==> src/rtl/seq_pattern_ctrl.sv <==
// Programmable serial Mealy pattern detector: handshake-loaded pattern, IDLE -> RUN -> DONE sequencing.
// Defining SPC_TIMEOUT_EN adds a valid-bit budget that ends a run with no match after TIMEOUT_BITS bits.
module seq_pattern_ctrl #(
    parameter int unsigned MAX_LEN      = 8,
    parameter int unsigned CNT_W        = 8,
    parameter int unsigned TIMEOUT_BITS = 64,
    localparam int unsigned LEN_W       = $clog2(MAX_LEN + 1)
) (
    input  logic               clk,
    input  logic               reset,
    input  logic               cfg_valid,
    output logic               cfg_ready,
    input  logic [MAX_LEN-1:0] cfg_pattern,
    input  logic [LEN_W-1:0]   cfg_len,
    input  logic               cfg_overlap,
    input  logic [CNT_W-1:0]   cfg_max,
    input  logic               start,
    input  logic               stop,
    input  logic               x,
    input  logic               x_valid,
    output logic               y,
    output logic               busy,
    output logic               done,
    output logic [CNT_W-1:0]   match_count,
    output logic               timeout
);

    if (MAX_LEN < 2 || CNT_W < 1 || TIMEOUT_BITS < 1) begin : g_param_check
        $error("seq_pattern_ctrl: illegal parameter value");
    end

    typedef enum logic [1:0] {
        S_IDLE = 2'd0,
        S_RUN  = 2'd1,
        S_DONE = 2'd2
    } state_e;

    state_e             state_q, state_d;
    logic [MAX_LEN-1:0] pattern_q, pattern_d;
    logic [LEN_W-1:0]   len_q, len_d;
    logic               overlap_q, overlap_d;
    logic [CNT_W-1:0]   max_q, max_d;
    logic [MAX_LEN-2:0] hist_q, hist_d;
    logic [LEN_W-1:0]   fill_q, fill_d;
    logic [CNT_W-1:0]   cnt_q, cnt_d;

    logic [LEN_W-1:0]   len_eff_c;
    logic [MAX_LEN-1:0] window_c;
    logic [MAX_LEN-1:0] mask_c;
    logic               match_c;
    logic               y_c;
    logic               hit_max_c;

`ifdef SPC_TIMEOUT_EN
    localparam int unsigned TMO_W = $clog2(TIMEOUT_BITS + 1);
    logic [TMO_W-1:0] tmo_cnt_q, tmo_cnt_d;
    logic             tmo_flag_q, tmo_flag_d;
`endif

    // Illegal stored lengths (including the cleared value 0) are clamped at use
    always_comb begin
        len_eff_c = len_q;
        if (len_q < LEN_W'(2)) begin
            len_eff_c = LEN_W'(2);
        end else if (len_q > LEN_W'(MAX_LEN)) begin
            len_eff_c = LEN_W'(MAX_LEN);
        end
    end

    always_comb begin
        mask_c = '0;
        for (int i = 0; i < int'(MAX_LEN); i++) begin
            mask_c[i] = (LEN_W'(i) < len_eff_c);
        end
    end

    assign window_c  = {hist_q, x};
    assign match_c   = ((window_c ^ pattern_q) & mask_c) == '0;
    assign y_c       = x_valid && (state_q == S_RUN) &&
                       (fill_q >= (len_eff_c - LEN_W'(1))) && match_c;
    assign hit_max_c = y_c && (max_q != '0) && ((cnt_q + CNT_W'(1)) == max_q);

    always_comb begin
        state_d   = state_q;
        pattern_d = pattern_q;
        len_d     = len_q;
        overlap_d = overlap_q;
        max_d     = max_q;
        hist_d    = hist_q;
        fill_d    = fill_q;
        cnt_d     = cnt_q;
`ifdef SPC_TIMEOUT_EN
        tmo_cnt_d  = tmo_cnt_q;
        tmo_flag_d = tmo_flag_q;
`endif
        case (state_q)
            S_IDLE: begin
                if (cfg_valid) begin
                    pattern_d = cfg_pattern;
                    len_d     = cfg_len;
                    overlap_d = cfg_overlap;
                    max_d     = cfg_max;
                end
                if (start) begin
                    state_d = S_RUN;
                    hist_d  = '0;
                    fill_d  = '0;
                    cnt_d   = '0;
`ifdef SPC_TIMEOUT_EN
                    tmo_cnt_d  = '0;
                    tmo_flag_d = 1'b0;
`endif
                end
            end
            S_RUN: begin
                if (x_valid) begin
                    hist_d = window_c[MAX_LEN-2:0];
                    if (fill_q != LEN_W'(MAX_LEN)) begin
                        fill_d = fill_q + LEN_W'(1);
                    end
                end
                // Non-overlap restarts the fill so the next match needs len fresh bits
                if (y_c) begin
                    if (cnt_q != '1) begin
                        cnt_d = cnt_q + CNT_W'(1);
                    end
                    if (!overlap_q) begin
                        fill_d = '0;
                    end
                end
`ifdef SPC_TIMEOUT_EN
                if (x_valid) begin
                    if (y_c) begin
                        tmo_cnt_d = '0;
                    end else begin
                        tmo_cnt_d = tmo_cnt_q + TMO_W'(1);
                        if (tmo_cnt_d == TMO_W'(TIMEOUT_BITS)) begin
                            state_d    = S_DONE;
                            tmo_flag_d = 1'b1;
                        end
                    end
                end
`endif
                if (stop || hit_max_c) begin
                    state_d = S_DONE;
                end
            end
            S_DONE: begin
                state_d = S_IDLE;
            end
            default: begin
                state_d = S_IDLE;
            end
        endcase
    end

    always_ff @(posedge clk) begin
        if (reset) begin
            state_q   <= S_IDLE;
            pattern_q <= '0;
            len_q     <= '0;
            overlap_q <= 1'b0;
            max_q     <= '0;
            hist_q    <= '0;
            fill_q    <= '0;
            cnt_q     <= '0;
        end else begin
            state_q   <= state_d;
            pattern_q <= pattern_d;
            len_q     <= len_d;
            overlap_q <= overlap_d;
            max_q     <= max_d;
            hist_q    <= hist_d;
            fill_q    <= fill_d;
            cnt_q     <= cnt_d;
        end
    end

`ifdef SPC_TIMEOUT_EN
    always_ff @(posedge clk) begin
        if (reset) begin
            tmo_cnt_q  <= '0;
            tmo_flag_q <= 1'b0;
        end else begin
            tmo_cnt_q  <= tmo_cnt_d;
            tmo_flag_q <= tmo_flag_d;
        end
    end

    assign timeout = tmo_flag_q;
`else
    assign timeout = 1'b0;
`endif

    assign cfg_ready   = (state_q == S_IDLE);
    assign busy        = (state_q == S_RUN);
    assign done        = (state_q == S_DONE);
    assign match_count = cnt_q;
    assign y           = y_c;

endmodule

==> config.mk <==
export PLATFORM = sky130hd
export DESIGN_NAME = seq_pattern_ctrl
export DESIGN_NICKNAME = d
export VERILOG_FILES = /design/src/rtl/seq_pattern_ctrl.sv
export SDC_FILE = /design/constraint.sdc
export NUM_CORES = 1
export LEC_CHECK = 0
export CAP_MARGIN = 25
export CORE_ASPECT_RATIO = 1.75
export CORE_UTILIZATION = 40
export CTS_CLUSTER_DIAMETER = 100
export DETAILED_ROUTE_END_ITERATION = 6
export PLACE_DENSITY = 0.63
export SETUP_SLACK_MARGIN = 0.2
export SYNTH_ARGS = -nofsm -noshare
export SYNTH_HDL_FRONTEND = slang
export SYNTH_SLANG_ARGS = --single-unit
==> constraint.sdc <==
create_clock -name clk -period 3.5 [get_ports clk]
set_input_delay 0.7 -clock clk [delete_from_list [all_inputs] [get_ports clk]]
set_output_delay 0.7 -clock clk [all_outputs]
set_load 0.01 [all_outputs]
### After elaboration in Yosys (flattened, before gate mapping)

Index checks and enable logic that the tools add are counted.

| word-level totals | value |
|---|---|
| register bits | 42 |
| input port bits | 28 |
| output and inout port bits | 13 |
| word-level logic and storage cells | 67 |

| operators by class | value |
|---|---|
| add/subtract/negate cells | 3 |
| $lt $le $gt $ge | 11 |
| equal/unequal tests | 10 |
| multiplexer cells | 18 |
| bitwise operators | 2 |
| reduce and logical (&&, ||, !) cells | 15 |

Operators by type and width:

| kind | number |
|---|---|
| 2-to-1 mux 4 bit | 7 |
| 2-to-1 mux 8 bit | 3 |
| less-than comparator 3 x 4 -> 1 bit, first input constant | 4 |
| case mux 8 bit (2 select lines) | 1 |
| 2-to-1 mux 7 bit | 2 |
| case mux 7 bit (2 select lines) | 1 |
| adder 8 x 1 -> 8 bit, second input constant | 1 |
| AND 8 bit | 1 |
| == test 8 bit | 1 |
| zero test 8 bit | 1 |
| less-than comparator 1 x 4 -> 1 bit, first input constant | 2 |
| less-than comparator 2 x 4 -> 1 bit, first input constant | 2 |
| != test 2 x 1 -> 1 bit, second input constant | 4 |
| != test 8 bit, second input constant | 1 |
| case mux 4 bit (2 select lines) | 1 |
| nonzero test 8 bit | 1 |
| bitwise XOR 8 bit | 1 |
| AND reduction 2 bit | 3 |
| logical AND 1 bit | 5 |
| adder 4 x 1 -> 4 bit, second input constant | 1 |
| greater-or-equal comparator 4 bit | 1 |
| greater-than comparator 4 bit, second input constant | 1 |
| less-than comparator 4 x 2 -> 1 bit, second input constant | 1 |
| 2-to-1 mux 2 bit | 2 |
| 11 further kinds | 11 |

### Depth between registers and ports, before layout

| depth | value |
|---|---|
| depth after elaboration | 12 |
| depth in mapped cells | 12 |
| mapped depth without buffers | 11 |

### Least setup slack after synthesis

OpenSTA, ideal clock, no wires.

| timing path | value |
|---|---|
| kind | register -> output |
| start | register len_q[3] |
| end | output y |
| arrival | 2.104 ns |
| data required time | 2.800 ns |
| path slack | 0.696 ns |
| cell stages (with the launch flop) | 10 |
| buffers on the path | 1 |
| path through | dfxtp_1 -> buf_6 -> a21o_1 -> ha_1 -> xnor2_1 -> ha_1 -> o21ai_0 -> a222oi_1 -> o2111ai_2 -> nor2_1 |

| between the ends | value |
|---|---|
| longest elaborated chain between the ends | 7 |
| elaborated cells on any way between the ends | 18 |
| those cells by class | add/sub (1); order compare (11); mux (2); bitwise (1); reduce/logical (3) |

Ends and longest elaborated chain:

| item | RTL line | text |
|---|---|---|
| start, declared | 40 | `logic [LEN_W-1:0] len_q, len_d;` |
| start signal, assigned | 170 | `len_q <= len_d;` |
| greater-than comparator 4 bit | 65 | `end else if (len_q > LEN_W'(MAX_LEN)) begin` |
| 2-to-1 mux 4 bit | 65 |  |
| 2-to-1 mux 4 bit (*) | 63 | `if (len_q < LEN_W'(2)) begin` |
| subtractor 4 x 1 -> 4 bit, or another cell as far along | 80 | `(fill_q >= (len_eff_c - LEN_W'(1))) && match_c;` |
| greater-or-equal comparator 4 bit or AND 8 bit (tied branches) | 80, 78 |  |
| logical AND 1 bit or zero test 8 bit (tied branches) | 79, 78 |  |
| logical AND 1 bit (*) | 80 |  |
| end, declared | 21 | `output logic y,` |

Mark *: on every way between the ends. The rest lies on a longest branch, timed or not.

### Worst setup path after layout

| timing path | value |
|---|---|
| start | register len_q[2] |
| end | output y |

The elaborated chain is that of the path after synthesis.

==> impl_results.md <==
- CP max-delay cell: a222oi_1
- Worst Hold Class: reg -> reg
- Asr flop ratio synth: 0%
- Layout Nets: 372
- TritonCTS Sinks: between 40 and 50
- Slew headroom: 54.0%
- Tcrit/Tclk final: between 90% and 100%
- Yosys warnings: 0
- IO buf count: 39
- Total core area: around 0.0055 mm^2
- Largest stage delay on the critical path: 0.38 ns
- Drt first pass iters: 4
- Syn Area/Cell: roughly 7.7 um^2
- Comb power frac: 16.7%
- Sw Share: around 28%
- Rows: 36
- TritonCTS clock tree: done
- Top FF cell, synth: dfxtp_1
- Total negative slack: 0 ns
- Top Ports: 41
- CP Cell Sequence: o211ai_1 -> ha_2 -> xnor2_1 -> ha_2 -> o21ai_1 -> a222oi_1 -> o2111ai_2 -> nor2_2 -> buf_2
- Clk Latency, worst-skew pair: about 0.30 ns
- Sequential element share of the synthesized area: between 30 and 40%
- Startpoint types: flip-flop
- WP data arrival: 2.45 ns
- Slew Limit Fails: 0
- Fin worst setup slack: ~0.35 ns
- First-pass GRT wire length: 9490 um
- Measured slew at the worst slew-check pin: 0.690 ns
- H-tree depth: 2
- Max Fanout on Critical Path: 5
- Pwr dens: 357 mW/mm^2
- Syn Inst Count: between 200 and 300
- Post-synth cell types: 40
- Die H: about 100 um
- Placement Setup Slack: 0.0983 ns
- Hold-fix buffers, CTS: 0
- Post-route minimum period: 3.15 ns
- RSZ-0062 raised after global routing: no
- Leakage power: around 1.1 nW
- Initial Utilization: 41.2%
- Post-Syn Area: 0.00228 mm^2
- Hpwl dp: about 4100 um
- CTS Buffer Depth: 2
- Peak supply drop: around 0.00026 V
- Cell accounting for the most synthesized area: dfxtp_1
- Psw: about 280 uW
- Syn Nets: 335
- Die W: ~60 um
- Max frequency: 0.317 GHz
- DRT iter0 DRCs: 95
- Top-area cell type share of the netlist area: a little under two fifths
- Final Skew: 0.00887 ns
- # diodes: 0
- Max Cap Viol: 0
- Vias post-DR: ~2100
- Largest net degree at the start of global routing: 30
- Final GP Congestion: 0.847
- Sequential Power Share: 50.5%
- Post-route ant nets: 0
- CP most frequent cell: ha_2
- Clk pwr share: 32.8%
- Area Growth Syn to Fin: 25.0%
- Final Hold Viols: 0
- Initial antenna violation count: 0
- Flops & latches, synth: 42
- Num CTS Buffers: 5
- Critical setup path kind: reg -> out
- Clk slew on worst S/H paths: 0.08 ns
- Status: complete, no violations
- Post-route DRC: 0
- Die area: 0.00603 mm^2
- R2R setup slack: 0.63 ns
- WL/cell: 13.3 um
- Routed WL: between 5000 and 6000 um
- Critical Path RT: 2.80 ns
- Pint: around 740 uW
- Routed vias/inst: 5.22
- Synth top area cells: dfxtp_1 37%, nand2_1 11%, a21oi_1 8.8%
- Root Buffer: clkbuf_8
- GRT Total Usage: 20.5%
- Total gr overflow: 0
- Layout cells sized above 1: 7.46%
- Crit. End Element: output port
- Setup Viol. Count Final: 0
- EDFF count, synth: 0
- Vias in the first global route: 2098
==> state kept, by name (all words and copies together), names as in the netlist <==
register     count
fill_q           4
hist_q           7
len_q            4
match_count      8
max_q            8
overlap_q        1
pattern_q        8
state_q          2
==> power by group through the flow <==
stage / combinational (mW) / clock, mW / sequential (mW)
4_1_cts: 0.167 / 0.341 / 0.516
6_report: 0.170 / 0.334 / 0.515
5_1_grt: 0.194 / 0.362 / 0.518
3_3_place_gp: 0.164 / 0 / 0.526
3_5_place_dp: 0.165 / 0 / 0.527
2_1_floorplan: 0.107 / 0 / 0.519
==> placed cells by master (no fill, tap or decap), types with 3 or more instances in the layout <==
cell	instances
nand2_1	65
a21oi_1	40
dfxtp_1	39
clkdlybuf4s50_1	38
nand3_1	16
o21ai_0	12
nor2_1	11
inv_1	11
xnor2_1	9
xor2_1	8
ha_1	8
buf_4	7
nor2b_1	6
nand2b_1	6
a31oi_1	6
clkbuf_8	6
a21o_1	4
a41oi_1	4
and2_1	3
nand4_1	3
mux2i_1	3
==> critical path: cells and delay by family, from the launching register on <==
| family | cells | cell delay, ns |
|---|---|---|
| XOR/XNOR | 1 | 0.08 |
| buffers and inverters | 1 | 0.15 |
| AND/OR/NAND/NOR | 1 | 0.16 |
| flip-flops | 1 | 0.36 |
| AO/OA/AOI/OAI | 4 | 0.85 |
| adder cells (fa/ha/maj) | 2 | 0.55 |
==> routing by layer <==
metal / wire, um / global-route usage, %
met1: 2260 / 22.6
met4: 165 / 8.61
met3: 160 / 3.29
met5: 0 / 0
met2: 2860 / 37.7
==> final timing paths <==
path                            startpoint        endpoint  cells past startpoint
worst max-delay path              len_q[2]               y                      9
worst min register to register    len_q[0]        len_q[0]                      2
worst max register to register    len_q[2]  match_count[7]                     11
worst min-delay path              len_q[0]        len_q[0]                      2
==> final cells by class <==
type	count	area [um^2]
clock buffers	6	82.6
clock inverters	2	12.5
fillers	566	2690
inverters	11	41.3
multi-input cells	228	1340
flip-flops and latches	42	850
well taps	76	95.1
repair buffers	46	438
==> cells in the mapped netlist, types with 2 or more instances <==
cell type   n
nand2_1    65
dfxtp_1    42
a21oi_1    40
nand3_1    16
o21ai_0    13
clkbuf_1   12
nor2_1     12
inv_1      11
ha_1       10
xnor2_1     9
xor2_1      8
a31oi_1     6
nand2b_1    6
nor2b_1     6
a21o_1      4
a41oi_1     4
and2_1      3
mux2i_1     3
nand4_1     3
conb_1      2
nand3b_1    2
o31ai_1     2
==> cell families after synthesis <==
group           count (synthesis)  share of synthesized area, %
fa+ha+maj                      10                          5.48
simple gates                  117                          23.6
buf+inv                        27                          4.99
compound gates                 79                          21.0
mux                             3                          1.32
other cells                     2                         0.329
xor+xnor                       17                          6.52
flops                          42                          36.8
==> through the flow <==
stage	utilization [%]	std cells	area [um^2]	power [mW]	hold WS [ns]
after global placement	49.2	400	2730	0.690	0.455
after global routing	51.5	411	2860	1.07	0.503
after CTS	51.2	409	2830	1.02	0.469
after detailed placement	49.2	400	2730	0.692	0.458
final	51.5	411	2860	1.02	0.462
after floorplan	-	297	2280	0.627	0.437
==> repair_timing <==
| action | CTS | global route |
|---|---|---|
| buffers inserted | 1 | 2 |
| setup endpoints to repair | 1 | 1 |
| resized for setup | 5 | 8 |
| pin swaps | 3 | 5 |
Note: power is estimated with default switching activity, not from simulation.
